File: src/rtl/conv_pkg.sv
// conv_pkg: shared pixel type, window/column structs and default frame size for conv_window_gen.
package conv_pkg;
    localparam int PIX_W     = 4;
    localparam int IMG_W_DEF = 8;
    localparam int IMG_H_DEF = 8;

    typedef logic [PIX_W-1:0] pix_t;

    typedef struct packed {
        pix_t n;
        pix_t m;
        pix_t s;
    } col_t;

    typedef struct packed {
        pix_t n;
        pix_t w;
        pix_t c;
        pix_t e;
        pix_t s;
    } win_t;
endpackage

File: src/rtl/conv_line_buf.sv
// conv_line_buf: one image line of pixels, combinational read and clocked write, so a same-beat
// read returns the old contents (read-before-write).
module conv_line_buf
    import conv_pkg::*;
#(
    parameter int DEPTH = IMG_W_DEF
) (
    input  logic                     clk,
    input  logic                     we,
    input  logic [$clog2(DEPTH)-1:0] addr,
    input  pix_t                     wdata,
    output pix_t                     rdata
);
    pix_t r_mem [DEPTH];

    always_ff @(posedge clk)
        if (we) r_mem[addr] <= wdata;

    assign rdata = r_mem[addr];
endmodule

File: src/rtl/conv_window_gen.sv
// conv_window_gen: raster-stream cross window (N,W,C,E,S) generator for the Laplacian multiply stage.
// Define WIN_COORD_EN to add win_row/win_col centre-coordinate outputs.
module conv_window_gen
    import conv_pkg::*;
#(
    parameter int IMG_W = IMG_W_DEF,
    parameter int IMG_H = IMG_H_DEF
) (
    input  logic                     clk,
    input  logic                     rst_n,
    input  pix_t                     pix_in,
    input  logic                     pix_valid,
    input  logic                     sof,
    output logic                     win_valid,
    output pix_t                     win_n,
    output pix_t                     win_w,
    output pix_t                     win_c,
    output pix_t                     win_e,
`ifdef WIN_COORD_EN
    output pix_t                     win_s,
    output logic [$clog2(IMG_H)-1:0] win_row,
    output logic [$clog2(IMG_W)-1:0] win_col
`else
    output pix_t                     win_s
`endif
);
    localparam int CW = $clog2(IMG_W);
    localparam int RW = $clog2(IMG_H);

    logic [CW-1:0] r_col, w_col;
    logic [RW-1:0] r_row, w_row;
    logic          w_last_col, w_fire;
    pix_t          w_lb0_rd, w_lb1_rd;
    col_t          r_c1;
    pix_t          r_m2;
    win_t          r_win;
    logic          r_valid;
`ifdef WIN_COORD_EN
    logic [RW-1:0] r_wrow;
    logic [CW-1:0] r_wcol;
`endif

    // sof forces this beat to (0,0) regardless of where the counters were
    always_comb begin
        w_col      = sof ? '0 : r_col;
        w_row      = sof ? '0 : r_row;
        w_last_col = w_col == CW'(IMG_W - 1);
        w_fire     = (w_row >= RW'(2)) && (w_col >= CW'(2));
    end

    conv_line_buf #(.DEPTH(IMG_W)) u_lb1 (
        .clk   (clk),
        .we    (pix_valid),
        .addr  (w_col),
        .wdata (pix_in),
        .rdata (w_lb1_rd)
    );

    conv_line_buf #(.DEPTH(IMG_W)) u_lb0 (
        .clk   (clk),
        .we    (pix_valid),
        .addr  (w_col),
        .wdata (w_lb1_rd),
        .rdata (w_lb0_rd)
    );

    always_ff @(posedge clk or negedge rst_n) begin
        if (!rst_n) begin
            r_col   <= '0;
            r_row   <= '0;
            r_c1    <= '0;
            r_m2    <= '0;
            r_win   <= '0;
            r_valid <= 1'b0;
`ifdef WIN_COORD_EN
            r_wrow  <= '0;
            r_wcol  <= '0;
`endif
        end else if (pix_valid) begin
            r_col   <= w_last_col ? '0 : w_col + CW'(1);
            r_row   <= !w_last_col ? w_row : (w_row == RW'(IMG_H - 1)) ? '0 : w_row + RW'(1);
            r_c1    <= '{n: w_lb0_rd, m: w_lb1_rd, s: pix_in};
            r_m2    <= r_c1.m;
            r_valid <= w_fire;
            if (w_fire) begin
                r_win  <= '{n: r_c1.n, w: r_m2, c: r_c1.m, e: w_lb1_rd, s: r_c1.s};
`ifdef WIN_COORD_EN
                r_wrow <= w_row - RW'(1);
                r_wcol <= w_col - CW'(1);
`endif
            end
        end else begin
            r_valid <= 1'b0;
        end
    end

    assign win_valid = r_valid;
    assign win_n     = r_win.n;
    assign win_w     = r_win.w;
    assign win_c     = r_win.c;
    assign win_e     = r_win.e;
    assign win_s     = r_win.s;
`ifdef WIN_COORD_EN
    assign win_row   = r_wrow;
    assign win_col   = r_wcol;
`endif
endmodule
File: config.mk
export PLATFORM = sky130hd
export DESIGN_NAME = conv_window_gen
export DESIGN_NICKNAME = d
export VERILOG_FILES = /design/src/rtl/conv_pkg.sv /design/src/rtl/conv_line_buf.sv /design/src/rtl/conv_window_gen.sv
export SDC_FILE = /design/constraint.sdc
export NUM_CORES = 1
export LEC_CHECK = 0
export CORE_MARGIN = 2
export CORE_UTILIZATION = 41
export CTS_CLUSTER_DIAMETER = 150
export CTS_CLUSTER_SIZE = 24
export DETAILED_ROUTE_END_ITERATION = 16
export PLACE_DENSITY = 0.7
export SYNTH_ARGS = -nofsm -noshare
export SYNTH_HDL_FRONTEND = slang
export SYNTH_SLANG_ARGS = --single-unit
File: constraint.sdc
create_clock -name clk -period 2.05 [get_ports clk]
set_input_delay 0.3075 -clock clk [delete_from_list [all_inputs] [get_ports clk]]
set_output_delay 0.3075 -clock clk [all_outputs]
set_load 0.01 [all_outputs]
==> results.md <==
## Drt
* WL/cell: 17.1 µm
* violation count after the first detailed-routing iteration: 132
* drt via density: 5.15
* drt pass-1 iters: 4
* vias after detailed routing: 2535
* number of nets with antenna violations after detailed routing: 0
* number of DRC violations after detailed routing: 0
* drt total wl: 8.43 mm

## Timing
* slew of the pin with the lowest slew margin: 0.632 ns
* Tmin final: 1.99 ns
* worst clock skew: 0.00842 ns
* setup violators final: 0
* headroom to the max-slew limit: 56.8%
* max-slew violation count: 0
* Max Freq: 0.503 GHz
* final hold violations: 0
* fin crit share: 96.9%
* WHS: 0.400 ns
* setup repair after global routing missed its margin: false

## Floorplan
* Std-Cell Rows: 37
* Die Y: 108 µm
* area of the die: 0.0116 mm²
* number of top-level pins: 29
* core area: 0.0104 mm²
* die width: 108 µm
* initial core utilization: 42.4%

## Finish
* area added between synthesis and finish: 19.1%
* fill cell instance count of the final layout: 877
* total number of nets in the final design: 362
* antenna fix cells: 0
* fraction of layout cells with a size suffix above 1: 27.8%
* fin util: 50.5%
* FF/Latch Area: 0.00300 mm²
* area occupied by multi-input gates: 0.00125 mm²

## Worst setup path
* type of the setup path with the least slack: register to register
* launching element type of the critical path: register
* Max Fanout on Critical Path: 8
* worst setup slack for register-to-register paths: 0.06 ns
* cell depth of the worst flop-to-flop path: 6
* Worst Setup End Kind: register
* Worst Path Required: 2.35 ns
* reg-to-reg endpoint: r_c1[8]
* signal arrival time at the worst endpoint: 2.29 ns
* startpoint of the most critical setup path: r_col[0]
* worst reg2reg path startpoint: r_col[0]

## Global routing
* pin count of the biggest net entering global routing: 26
* remaining global-route overflow: 0
* first-pass GRT wire length: 13.6 mm
* initial antenna violation count: 0
* Tot GR Track Use: 15.8%
* number of global-route vias before repair: 2480

## Flow run
* maxcap violations: 0

## Power
* Total Power: 0.00430 W
* standby leakage power: 2.10 nW
* maximum resistive drop on vdd: 305 µV
* power per cell area: 816 mW/mm²

## Clock tree
* buffer type at the clock tree root: sky130_fd_sc_hd__clkbuf_8
* Post-CTS Hold Fix Bufs: 1
* Bufs on Longest Clock Path: 2
* Setup Buffers After CTS: 0
* CTS clk-pin slew, worst paths: 0.10 ns
* Sinks on Clock Net: 107
* clock buffer count from CTS: 9
* clock tree from TritonCTS: yes
* CTS resizes: 0
* number of H-tree levels: 3
* clock latency on the worst-skew pair: 0.37 ns

## Placed design
* count of buffers from port buffering: 28
* Detail Placement HPWL: 5.89 mm
* routability cong.: 0.898

## Synth
* number of distinct library cells after synthesis: 41
* summed instance area of the synthesized netlist: 0.00442 mm²
* cell count after synthesis: 285
* yosys warns: 0
* synthesized net count: 296
* commonest register cell after synthesis: sky130_fd_sc_hd__edfxtp_1
* mean instance size in the synthesized netlist: 15.5 µm²
* share of flip-flops with an asynchronous set or reset after synthesis: 40.2%
* number of register bits inferred by synthesis: 107
* count of flip-flops with a built-in enable after synthesis: 64
* share of synthesized area occupied by flip-flops and latches: 67.8%

## Min path
* Hold Path Class: input pin to async pin

## Outcome
* result of the run: finished clean

==> cell families (layout without fill, tap and decap cells) <==
family / after synthesis / in the layout / share of synthesized area [%]
adders and majority gates: 3 / 3 / 0.849
AOI/OAI and AO/OA: 52 / 52 / 9.20
and+or+nand+nor: 53 / 53 / 6.17
muxes: 45 / 45 / 12.1
buffers and inverters: 25 / 96 / 3.79
DFF: 107 / 107 / 67.8
==> flip-flops by register name, indices dropped and copies added, names as in the netlist <==
signal	count
u_lb0.r_mem	32
u_lb1.r_mem	32
r_c1	12
r_m2	4
win_c	4
win_e	4
win_n	4
win_s	4
win_w	4
r_col	3
r_row	3
win_valid	1
==> placed cells by master (no fill, tap or decap), types with 4 or more instances in the layout <==
cell type                          n
sky130_fd_sc_hd__mux2i_1          18
sky130_fd_sc_hd__clkdlybuf4s50_1  27
sky130_fd_sc_hd__a21oi_1           9
sky130_fd_sc_hd__o21ai_2           4
sky130_fd_sc_hd__clkbuf_8          9
sky130_fd_sc_hd__a211oi_2          4
sky130_fd_sc_hd__a22o_1            6
sky130_fd_sc_hd__nor2_1           19
sky130_fd_sc_hd__inv_1             9
sky130_fd_sc_hd__dfrtp_1          43
sky130_fd_sc_hd__o22ai_1           5
sky130_fd_sc_hd__nor2b_1           5
sky130_fd_sc_hd__buf_4            40
sky130_fd_sc_hd__o21ai_0           5
sky130_fd_sc_hd__mux2_4           11
sky130_fd_sc_hd__mux2_2           14
sky130_fd_sc_hd__edfxtp_1         64
sky130_fd_sc_hd__nor3_1            8
sky130_fd_sc_hd__nand2_1          11
==> how the worst max path moves through the flow <==
| stage | to | depth (start not counted) |
|---|---|---|
| after floorplan | u_lb0.r_mem[1][0] | 4 |
| after global placement | r_c1[8] | 7 |
| after detailed placement | r_c1[8] | 7 |
| after CTS | r_c1[8] | 6 |
| after global routing | r_c1[8] | 6 |
| final | r_c1[8] | 6 |
==> area by class of cell <==
class | count | area share [%]
flip-flops and latches | 107 | 56.9
repair buffers | 71 | 11.9
well taps | 136 | 3.23
multi-input cells | 153 | 23.8
inverters | 9 | 0.642
clock buffers | 9 | 2.35
clock inverters | 7 | 1.14
==> stage by stage <==
step	setup slack, ns	cells	setup TNS [ns]	area (µm²)
final	0.0625	492	0	5270
after CTS	0.0696	492	0	5270
after global routing	0.00587	492	0	5270
after floorplan	0.115	285	0	4420
after detailed placement	-0.216	475	-7.19	5070
after global placement	-0.147	475	-4.81	5070
==> routing by layer <==
metal / global-route usage (%) / up-vias / share of wire [%]
met2: 24.0 / 71 / 46
li1: - / 1201 / -
met1: 21.7 / 1248 / 47
met3: 3.87 / 15 / 4.1
met4: 6.32 / 0 / 2.3
met5: 0 / - / 0
==> synth_stat cells, types with 2 or more instances <==
cell	instances	area share (%)
sky130_fd_sc_hd__o21a_1	2	0.34
sky130_fd_sc_hd__a21oi_2	2	0.40
sky130_fd_sc_hd__buf_6	7	1.8
sky130_fd_sc_hd__a211oi_2	4	1.1
sky130_fd_sc_hd__o21ai_0	5	0.57
sky130_fd_sc_hd__a221oi_1	3	0.59
sky130_fd_sc_hd__a2111oi_0	2	0.40
sky130_fd_sc_hd__clkbuf_1	4	0.34
sky130_fd_sc_hd__buf_2	4	0.45
sky130_fd_sc_hd__a21oi_1	9	1.0
sky130_fd_sc_hd__mux2i_1	18	4.1
sky130_fd_sc_hd__mux2_4	11	3.7
sky130_fd_sc_hd__nand2b_1	2	0.28
sky130_fd_sc_hd__dfrtp_1	43	24
sky130_fd_sc_hd__mux2_2	14	3.6
sky130_fd_sc_hd__nand2_1	11	0.93
sky130_fd_sc_hd__nor2b_1	5	0.71
sky130_fd_sc_hd__nor2_1	19	1.6
sky130_fd_sc_hd__a22o_1	6	1.2
sky130_fd_sc_hd__nor3_1	8	0.91
sky130_fd_sc_hd__ha_1	3	0.85
sky130_fd_sc_hd__o21ai_2	4	0.79
sky130_fd_sc_hd__nand3_1	3	0.34
sky130_fd_sc_hd__o2111a_1	2	0.51
sky130_fd_sc_hd__or3b_1	2	0.40
sky130_fd_sc_hd__edfxtp_1	64	43
sky130_fd_sc_hd__o21bai_1	2	0.34
sky130_fd_sc_hd__inv_1	9	0.76
sky130_fd_sc_hd__o22ai_1	5	0.71
==> power breakdown <==
group	total, W	internal, W	switching, W	leakage (nW)
sequential	0.00251	0.00244	0.0000689	1.14
combinational	0.000593	0.000259	0.000334	0.866
clock	0.00120	0.000463	0.000735	0.0927
==> worst max-delay path, stage by stage, from the launching register on <==
cell and delay, ns:
sky130_fd_sc_hd__dfrtp_1 0.51, sky130_fd_sc_hd__buf_4 0.25, sky130_fd_sc_hd__buf_4 0.18, sky130_fd_sc_hd__nand2b_1 0.15
sky130_fd_sc_hd__nor2_1 0.05, sky130_fd_sc_hd__a2111oi_0 0.57, sky130_fd_sc_hd__o21bai_1 0.19
(Power assumes the default switching activity.)
